File: config.mk
export PLATFORM = sky130hd
export DESIGN_NAME = piso_flat
export DESIGN_NICKNAME = d
export VERILOG_FILES = /design/src/rtl/piso_pkg.sv /design/src/rtl/piso_if.sv /design/src/rtl/piso_ctrl.sv /design/src/rtl/piso_dff.sv /design/src/rtl/piso.sv /design/src/flat_wrapper.sv
export SDC_FILE = /design/constraint.sdc
export NUM_CORES = 1
export LEC_CHECK = 0
export ABC_CLOCK_PERIOD_IN_PS = 1200
export CAP_MARGIN = 5
export CORE_AREA = 2 2 39 41
export CTS_CLUSTER_SIZE = 8
export DETAILED_ROUTE_END_ITERATION = 7
export DIE_AREA = 0 0 41 43
export PLACE_DENSITY_LB_ADDON = 0.3
export SYNTH_ARGS = -nofsm -noshare
export SYNTH_HDL_FRONTEND = slang
export SYNTH_SLANG_ARGS = --single-unit
File: constraint.sdc
create_clock -name clk_i -period 1.2 [get_ports clk_i]
set_input_delay 0.12 -clock clk_i [delete_from_list [all_inputs] [get_ports clk_i]]
set_output_delay 0.12 -clock clk_i [all_outputs]
set_load 0.01 [all_outputs]
File: src/rtl/piso_pkg.sv
// piso_pkg: shared state encoding for the parallel-in serial-out transmitter and its bench.
package piso_pkg;
  typedef enum logic [1:0] {IDLE, SHIFT, PARITY} piso_state_e;
endpackage

File: src/rtl/piso_if.sv
// piso_if: parallel word handshake in, serial bit handshake out.
interface piso_if #(parameter int width_p = 5);
  logic valid_i, ready_o, valid_o, data_o, ready_i, last_o;
  logic [width_p-1:0] data_i;
  modport master(output valid_i, data_i, ready_i, input ready_o, valid_o, data_o, last_o);
  modport slave(input valid_i, data_i, ready_i, output ready_o, valid_o, data_o, last_o);
endinterface

File: src/rtl/piso_ctrl.sv
// piso_ctrl: word FSM and bit counter; PISO_PARITY_EN adds a trailing even-parity beat.
module piso_ctrl import piso_pkg::*; #(parameter int width_p = 5) (
  input  logic clk_i,
  input  logic reset_ni,
  input  logic valid_i,
  input  logic ready_i,
  output logic load,
  output logic shift_en,
  output logic par_sel,
  output logic valid_o,
  output logic ready_o,
  output logic last_o
);
  localparam int cw = $clog2(width_p);
  localparam logic [cw-1:0] last_cnt = cw'(width_p - 1);
  piso_state_e state, state_n;
  logic [cw-1:0] count, count_n;
  logic armed, at_last;
  // armed keeps ready_o low until the first edge after reset release
  always_ff @(posedge clk_i or negedge reset_ni)
    if (!reset_ni) begin
      state <= IDLE;
      count <= '0;
      armed <= 1'b0;
    end else begin
      state <= state_n;
      count <= count_n;
      armed <= 1'b1;
    end
  always_comb begin
    ready_o = armed && state == IDLE;
    valid_o = state != IDLE;
    par_sel = state == PARITY;
    load = ready_o && valid_i;
    shift_en = state == SHIFT && ready_i;
    at_last = state == SHIFT && count == last_cnt;
    count_n = load ? '0 : (shift_en && !at_last) ? count + 1'b1 : count;
`ifdef PISO_PARITY_EN
    last_o = par_sel;
    state_n = load ? SHIFT : (shift_en && at_last) ? PARITY : (par_sel && ready_i) ? IDLE : state;
`else
    last_o = at_last;
    state_n = load ? SHIFT : (shift_en && at_last) ? IDLE : state;
`endif
  end
endmodule

File: src/rtl/piso_dff.sv
// piso_dff: enabled flop with per-instance reset value, one per shift register bit.
module piso_dff #(parameter logic reset_val = 1'b0) (
  input  logic clk_i,
  input  logic reset_ni,
  input  logic en,
  input  logic d,
  output logic q
);
  always_ff @(posedge clk_i or negedge reset_ni)
    if (!reset_ni) q <= reset_val;
    else if (en) q <= d;
endmodule

File: src/rtl/piso.sv
// piso: parallel-in serial-out shifter, MSB first, one bit per accepted beat.
// Optional trailing even-parity beat when PISO_PARITY_EN is defined.
module piso import piso_pkg::*; #(
  parameter int width_p = 5,
  parameter logic [width_p-1:0] reset_val_p = '0
) (
  input logic clk_i,
  input logic reset_ni,
  piso_if.slave bus
);
  logic load, shift_en, par_sel, parity;
  logic [width_p-1:0] shreg, shin;
  piso_ctrl #(.width_p(width_p)) u_ctrl (
    .clk_i(clk_i),
    .reset_ni(reset_ni),
    .valid_i(bus.valid_i),
    .ready_i(bus.ready_i),
    .load(load),
    .shift_en(shift_en),
    .par_sel(par_sel),
    .valid_o(bus.valid_o),
    .ready_o(bus.ready_o),
    .last_o(bus.last_o)
  );
  assign shin = {shreg[width_p-2:0], 1'b0};
  for (genvar i = 0; i < width_p; i++) begin : g_bit
    piso_dff #(.reset_val(reset_val_p[i])) u_dff (
      .clk_i(clk_i),
      .reset_ni(reset_ni),
      .en(load | shift_en),
      .d(load ? bus.data_i[i] : shin[i]),
      .q(shreg[i])
    );
  end
`ifdef PISO_PARITY_EN
  always_ff @(posedge clk_i or negedge reset_ni)
    if (!reset_ni) parity <= 1'b0;
    else if (load) parity <= ^bus.data_i;
`else
  assign parity = 1'b0;
`endif
  // serial bit is forced low whenever no beat is offered
  assign bus.data_o = bus.valid_o & (par_sel ? parity : shreg[width_p-1]);
endmodule

File: src/flat_wrapper.sv
// flat-port wrapper written by rule: the top's interface ports become plain ports
module piso_flat import piso_pkg::*;
#(
  parameter int width_p = 5,
  parameter logic [width_p-1:0] reset_val_p = '0
)
  (clk_i, reset_ni, bus_valid_i, bus_data_i, bus_ready_i, bus_ready_o, bus_valid_o, bus_data_o, bus_last_o);
  piso_if #(.width_p(width_p)) bus_i ();
  input logic clk_i;
  input logic reset_ni;
  input wire logic [$bits(bus_i.valid_i)-1:0] bus_valid_i;
  input wire logic [$bits(bus_i.data_i)-1:0] bus_data_i;
  input wire logic [$bits(bus_i.ready_i)-1:0] bus_ready_i;
  output wire logic [$bits(bus_i.ready_o)-1:0] bus_ready_o;
  output wire logic [$bits(bus_i.valid_o)-1:0] bus_valid_o;
  output wire logic [$bits(bus_i.data_o)-1:0] bus_data_o;
  output wire logic [$bits(bus_i.last_o)-1:0] bus_last_o;
  assign bus_i.valid_i = bus_valid_i;
  assign bus_i.data_i = bus_data_i;
  assign bus_i.ready_i = bus_ready_i;
  assign bus_ready_o = bus_i.ready_o;
  assign bus_valid_o = bus_i.valid_o;
  assign bus_data_o = bus_i.data_o;
  assign bus_last_o = bus_i.last_o;
  piso #(.width_p(width_p), .reset_val_p(reset_val_p)) u_core (.clk_i(clk_i), .reset_ni(reset_ni), .bus(bus_i));
endmodule
== Word-level counts from Yosys, hierarchy flattened ==
Cells that the tools add are included.

* Flip-flop bits (word level): 11
* Bits of input ports: 9
* Output and inout bits: 4
* Word-level logic and storage cells: 35

* Add/sub/neg operators: 1
* Equality and inequality tests: 3
* Multiplexer cells: 10
* Bitwise operators: 2
* Reductions and logical operators: 11

{| class="wikitable"
|+ Operators with widths
! operator !! count
|-
| 1-bit logical AND || 6
|-
| 1-bit 2-to-1 mux || 6
|-
| 3-bit 2-to-1 mux || 2
|-
| 2-bit nonzero test || 3
|-
| 2-bit 2-to-1 mux || 2
|-
| 3-bit by 1-bit adder with 3-bit output, second input constant || 1
|-
| 3-bit == test, second input constant || 1
|-
| 2-bit by 1-bit == test with 1-bit output, second input constant || 1
|-
| 2-bit == test, second input constant || 1
|-
| 2-bit zero test || 1
|-
| 1-bit bitwise AND || 1
|-
| 1-bit zero test || 1
|-
| 1-bit bitwise OR || 1
|}

== Depth between registers and ports, before layout ==
* Depth after elaboration: 6
* Depth in mapped cells: 5
* Mapped depth without buffers: 5

== Cells and area by module ==
Synthesis repeated with hierarchy kept, for this count alone.

* Cells, all modules: 48
* Area total of the unflattened synthesis: 554.3 um^2

{| class="wikitable"
|+ By module, submodules not included
! module !! instances !! cells an instance !! area each (um^2) !! sequential area each (um^2)
|-
| piso_ctrl || 1 || 31 || 286.5 || 125.1
|-
| piso_dff || 5 || 2 || 40.0 || 25.0
|-
| piso || 1 || 7 || 67.6 || 0.0
|}

== Worst setup path before layout ==
Ideal clock, no wire load.

* Kind: reg-to-reg
* Start point: register u_core.u_ctrl.count[0]
* End point: register u_core.u_ctrl.count[1]
* Library setup time: 77 ps
* Arrival: 1,265 ps
* Setup slack: -143 ps
* Stages on the path, launching flop included: 6
* Period minus slack after synthesis: 1,343 ps
* Cell sequence: dfrtp_1 > inv_1 > ha_1 > and2_2 > or3b_1 > a21oi_1

* Word-level cells in the longest chain between the ends: 5
* Elaborated cells on any way between the ends: 8
* Classes of those cells: add/sub: 1; eq/ne: 1; mux: 2; reduce/logical: 4

{| class="wikitable"
|+ Ends and longest elaborated chain
! what !! RTL line !! RTL
|-
| from (decl) || piso_ctrl.sv:17 || <nowiki>logic [cw-1:0] count, count_n;</nowiki>
|-
| from (signal assigned) || piso_ctrl.sv:27 || <nowiki>count <= count_n;</nowiki>
|-
| branches (longest 5 deep; another with 3-bit by 1-bit adder with 3-bit output) || -- ||
|}

Several ways; the timed one is not identified. The select of a mux whose other input is x is not followed.
A chain may end at the register's enable or synchronous reset.

== Worst setup path in the final report ==
* Start point: register u_core.u_ctrl.count[1]
* End point: register u_core.u_ctrl.count[1]

Same word-level chain as after synthesis.

==> impl_metrics.ini <==
[synth]
synthArstFlopShare_pct = 100
ys_top_cells_by_area = sky130_fd_sc_hd__dfrtp_1, sky130_fd_sc_hd__a221o_1, sky130_fd_sc_hd__ha_1
synth_largest_area_cell = sky130_fd_sc_hd__dfrtp_1
post_synth_most_frequent_cells = sky130_fd_sc_hd__dfrtp_1, sky130_fd_sc_hd__nand2_1, sky130_fd_sc_hd__o21ai_0
syn_inst = 47
synth_area_sq_um = 497
synth_ff_type = sky130_fd_sc_hd__dfrtp_1
synth_edf_count = 0
post-synth-top-count-cell = sky130_fd_sc_hd__dfrtp_1
synthesis.nets = 58
seq_area_frac_synth_pct = 50.4
synthesis_warning_total = 0
avgSynthCellArea_sq_um = 10.6
synth_top_area_share_pct = 50.4
synth_cell_types = 24
ys_seq_elements = 10

[timing]
final.period_utilization_pct = 108
setup_slack_ns = -0.0908
rsz_0062_raised_after_global_routing = yes
whs_ns = 0.188
fin_crit_ns = 1.29
skew_ns = 0.00128
max_freq_mhz = 775
finalSetupViolations = 9
finalSetupTns_ns = -0.497
hold_viol_final = 0
timing_max_transition_violations_final = 0

[die]
fp.dieArea_sq_um = 1760
start_util_pct = 35.9
floorplan.core_area_sq_um = 1380
dieHeight_microns = 43
floorplan.io_pins = 13
die_w_microns = 41
num_rows = 14

[final_layout]
drive_gt1_share_pct = 46.8
num_antenna_cells = 0
finalNetCount = 90
postLayoutCellArea_sq_um = 796
syn2layout_area_growth_pct = 60.2

[drt]
routed_wire_length_microns = 1210
router_iterations_before_antenna_repair = 1
routed-via-count = 468
iter_0_drt_violations = 0
vias_per_cell = 5.03
drcViolationCount = 0
route.antenna.remaining_nets = 0
post_drt_wl_per_cell_microns = 13.1

[clock_tree]
clock_path_buffers = 2
cts_tree = yes
clock-sinks = 10
clk-insertion-delay-late_ns = 0.26
cts_buffer_count = 3
cts.reportedPaths.clkPinSlew_ns = 0.06
cts_htree_levels = 1
cts-root-buf = sky130_fd_sc_hd__clkbuf_4

[critical_path]
timing.setup.critical_path_class = reg -> reg
worst_setup_path_start_kind = flip-flop
r2r_cells = 5
crit_path_max_fanout = 4
cp_data_arrival_time_ns = 1.49
critical_path.endpoint_type = flip-flop
worst_ep_required_time_ns = 1.40

[worst_hold_path]
worstHoldPathType = in -> async

[grt]
grt_use_total_pct = 15.6
grt_overflow_total = 0
grt_max_degree = 11
first_pass_grt_wire_length_microns = 1790
first_global_vias = 454
antenna_found_initial = 0

[pwr]
powerDensity_nw_per_um2 = 2160
irDropWorstVdd_mv = 1.11
static-leakage-power_uw = 0.000388
report.power.total_uw = 1720

[place]
placement.cell_area_sq_um = 718
dp_hpwl_microns = 806
place_congestion = 0.750
dpl_worst_slack_ns = -0.201
total_of_buffers_placed_on_input_and_output_ports = 12

[run]
timing.max_cap.violations = 0

[outcome]
status = finished, violations left
failing_checks = setup timing
-- power breakdown --
| part | switching (uW) | internal [uW] |
|---|---|---|
| clock network | 109 | 116 |
| logic | 367 | 569 |
| registers | 88.7 | 472 |
-- critical path: stages, from the launching register on --
cell and delay, ns:
sky130_fd_sc_hd__dfrtp_1 0.37, sky130_fd_sc_hd__inv_2 0.06, sky130_fd_sc_hd__ha_4 0.16, sky130_fd_sc_hd__and2_4 0.14, sky130_fd_sc_hd__or3b_1 0.37, sky130_fd_sc_hd__a21oi_2 0.12
-- metal layers --
metal  vias to the layer above  share of wire, %  GRT usage (%)
li1                        229                 -              -
met1                       224                42           18.4
met2                        10                51           23.1
met3                         5               4.4           3.14
met4                         0               2.7           12.0
met5                         -                 0              0
-- cells by family (layout without fill, tap and decap cells) --
kind of cell | after synthesis | count (layout) | synth area share (%)
compound gates | 12 | 12 | 15.9
fa+ha+maj | 2 | 2 | 5.04
buf+inv | 4 | 34 | 4.03
flops | 10 | 10 | 50.4
mux | 1 | 1 | 2.02
other cells | 1 | 1 | 0.755
simple gates | 17 | 17 | 21.9
-- cell usage in the layout (no fill, tap or decap), drive strengths merged --
cell type,n
a21o,1
a21oi,3
a221o,3
a31oi,1
and2,2
and3,4
and3b,1
buf,19
clkbuf,4
clkdlybuf4s15,1
clkdlybuf4s50,8
conb,1
dfrtp,10
ha,2
inv,2
mux2i,1
nand2,5
nor2b,1
nor3,1
nor4bb,1
o21ai,4
or3,1
or3b,1
-- stage by stage --
step                std cells  util [%]
floorplan                  47         -
global placement           85      51.9
detailed placement         85      51.9
CTS                        91      55.5
global route               93      57.5
finish                     93      57.5
-- repair_timing --
item | in CTS | in global routing
resized for setup | 18 | 6
hold buffers | 0 | 0
pin swaps | 3 | 3
endpoints found under the setup margin | 10 | 12
setup buffers | 4 | 2
endpoints found under the hold margin | 0 | 0
-- cell type report --
type | instances | area (sq um)
clock buffer | 3 | 22.5
fill | 125 | 588
inverter | 2 | 7.51
multi-input combinational | 33 | 258
sequential | 10 | 251
tap | 16 | 20.0
timing repair buffer | 29 | 236
-- sequential cells by signal, summed over array words and instances (netlist names) --
| name | count |
|---|---|
| u_core.u_ctrl.state | 1 |
| u_core.u_ctrl.armed | 1 |
| u_core.g_bit.u_dff.q | 5 |
| u_core.u_ctrl.count | 3 |
-- worst paths after layout --
check / startpoint / slack (ns) / endpoint
min reg2reg: u_core.g_bit[4].u_dff.q$_DFFE_PN0P_ / 0.51 / u_core.g_bit[4].u_dff.q$_DFFE_PN0P_
max: u_core.u_ctrl.count[1]$_DFFE_PN0P_ / -0.09 / u_core.u_ctrl.count[1]$_DFFE_PN0P_
min: reset_ni / 0.19 / u_core.u_ctrl.count[2]$_DFFE_PN0P_
max in group asynchronous: reset_ni / 0.66 / u_core.u_ctrl.state[0]$_DFFE_PN0P_
max reg2reg: u_core.u_ctrl.count[1]$_DFFE_PN0P_ / -0.09 / u_core.u_ctrl.count[1]$_DFFE_PN0P_
min in group clk_i: bus_data_i[0] / 0.41 / u_core.g_bit[0].u_dff.q$_DFFE_PN0P_
No activity file was read; power rests on OpenSTA's default activity.
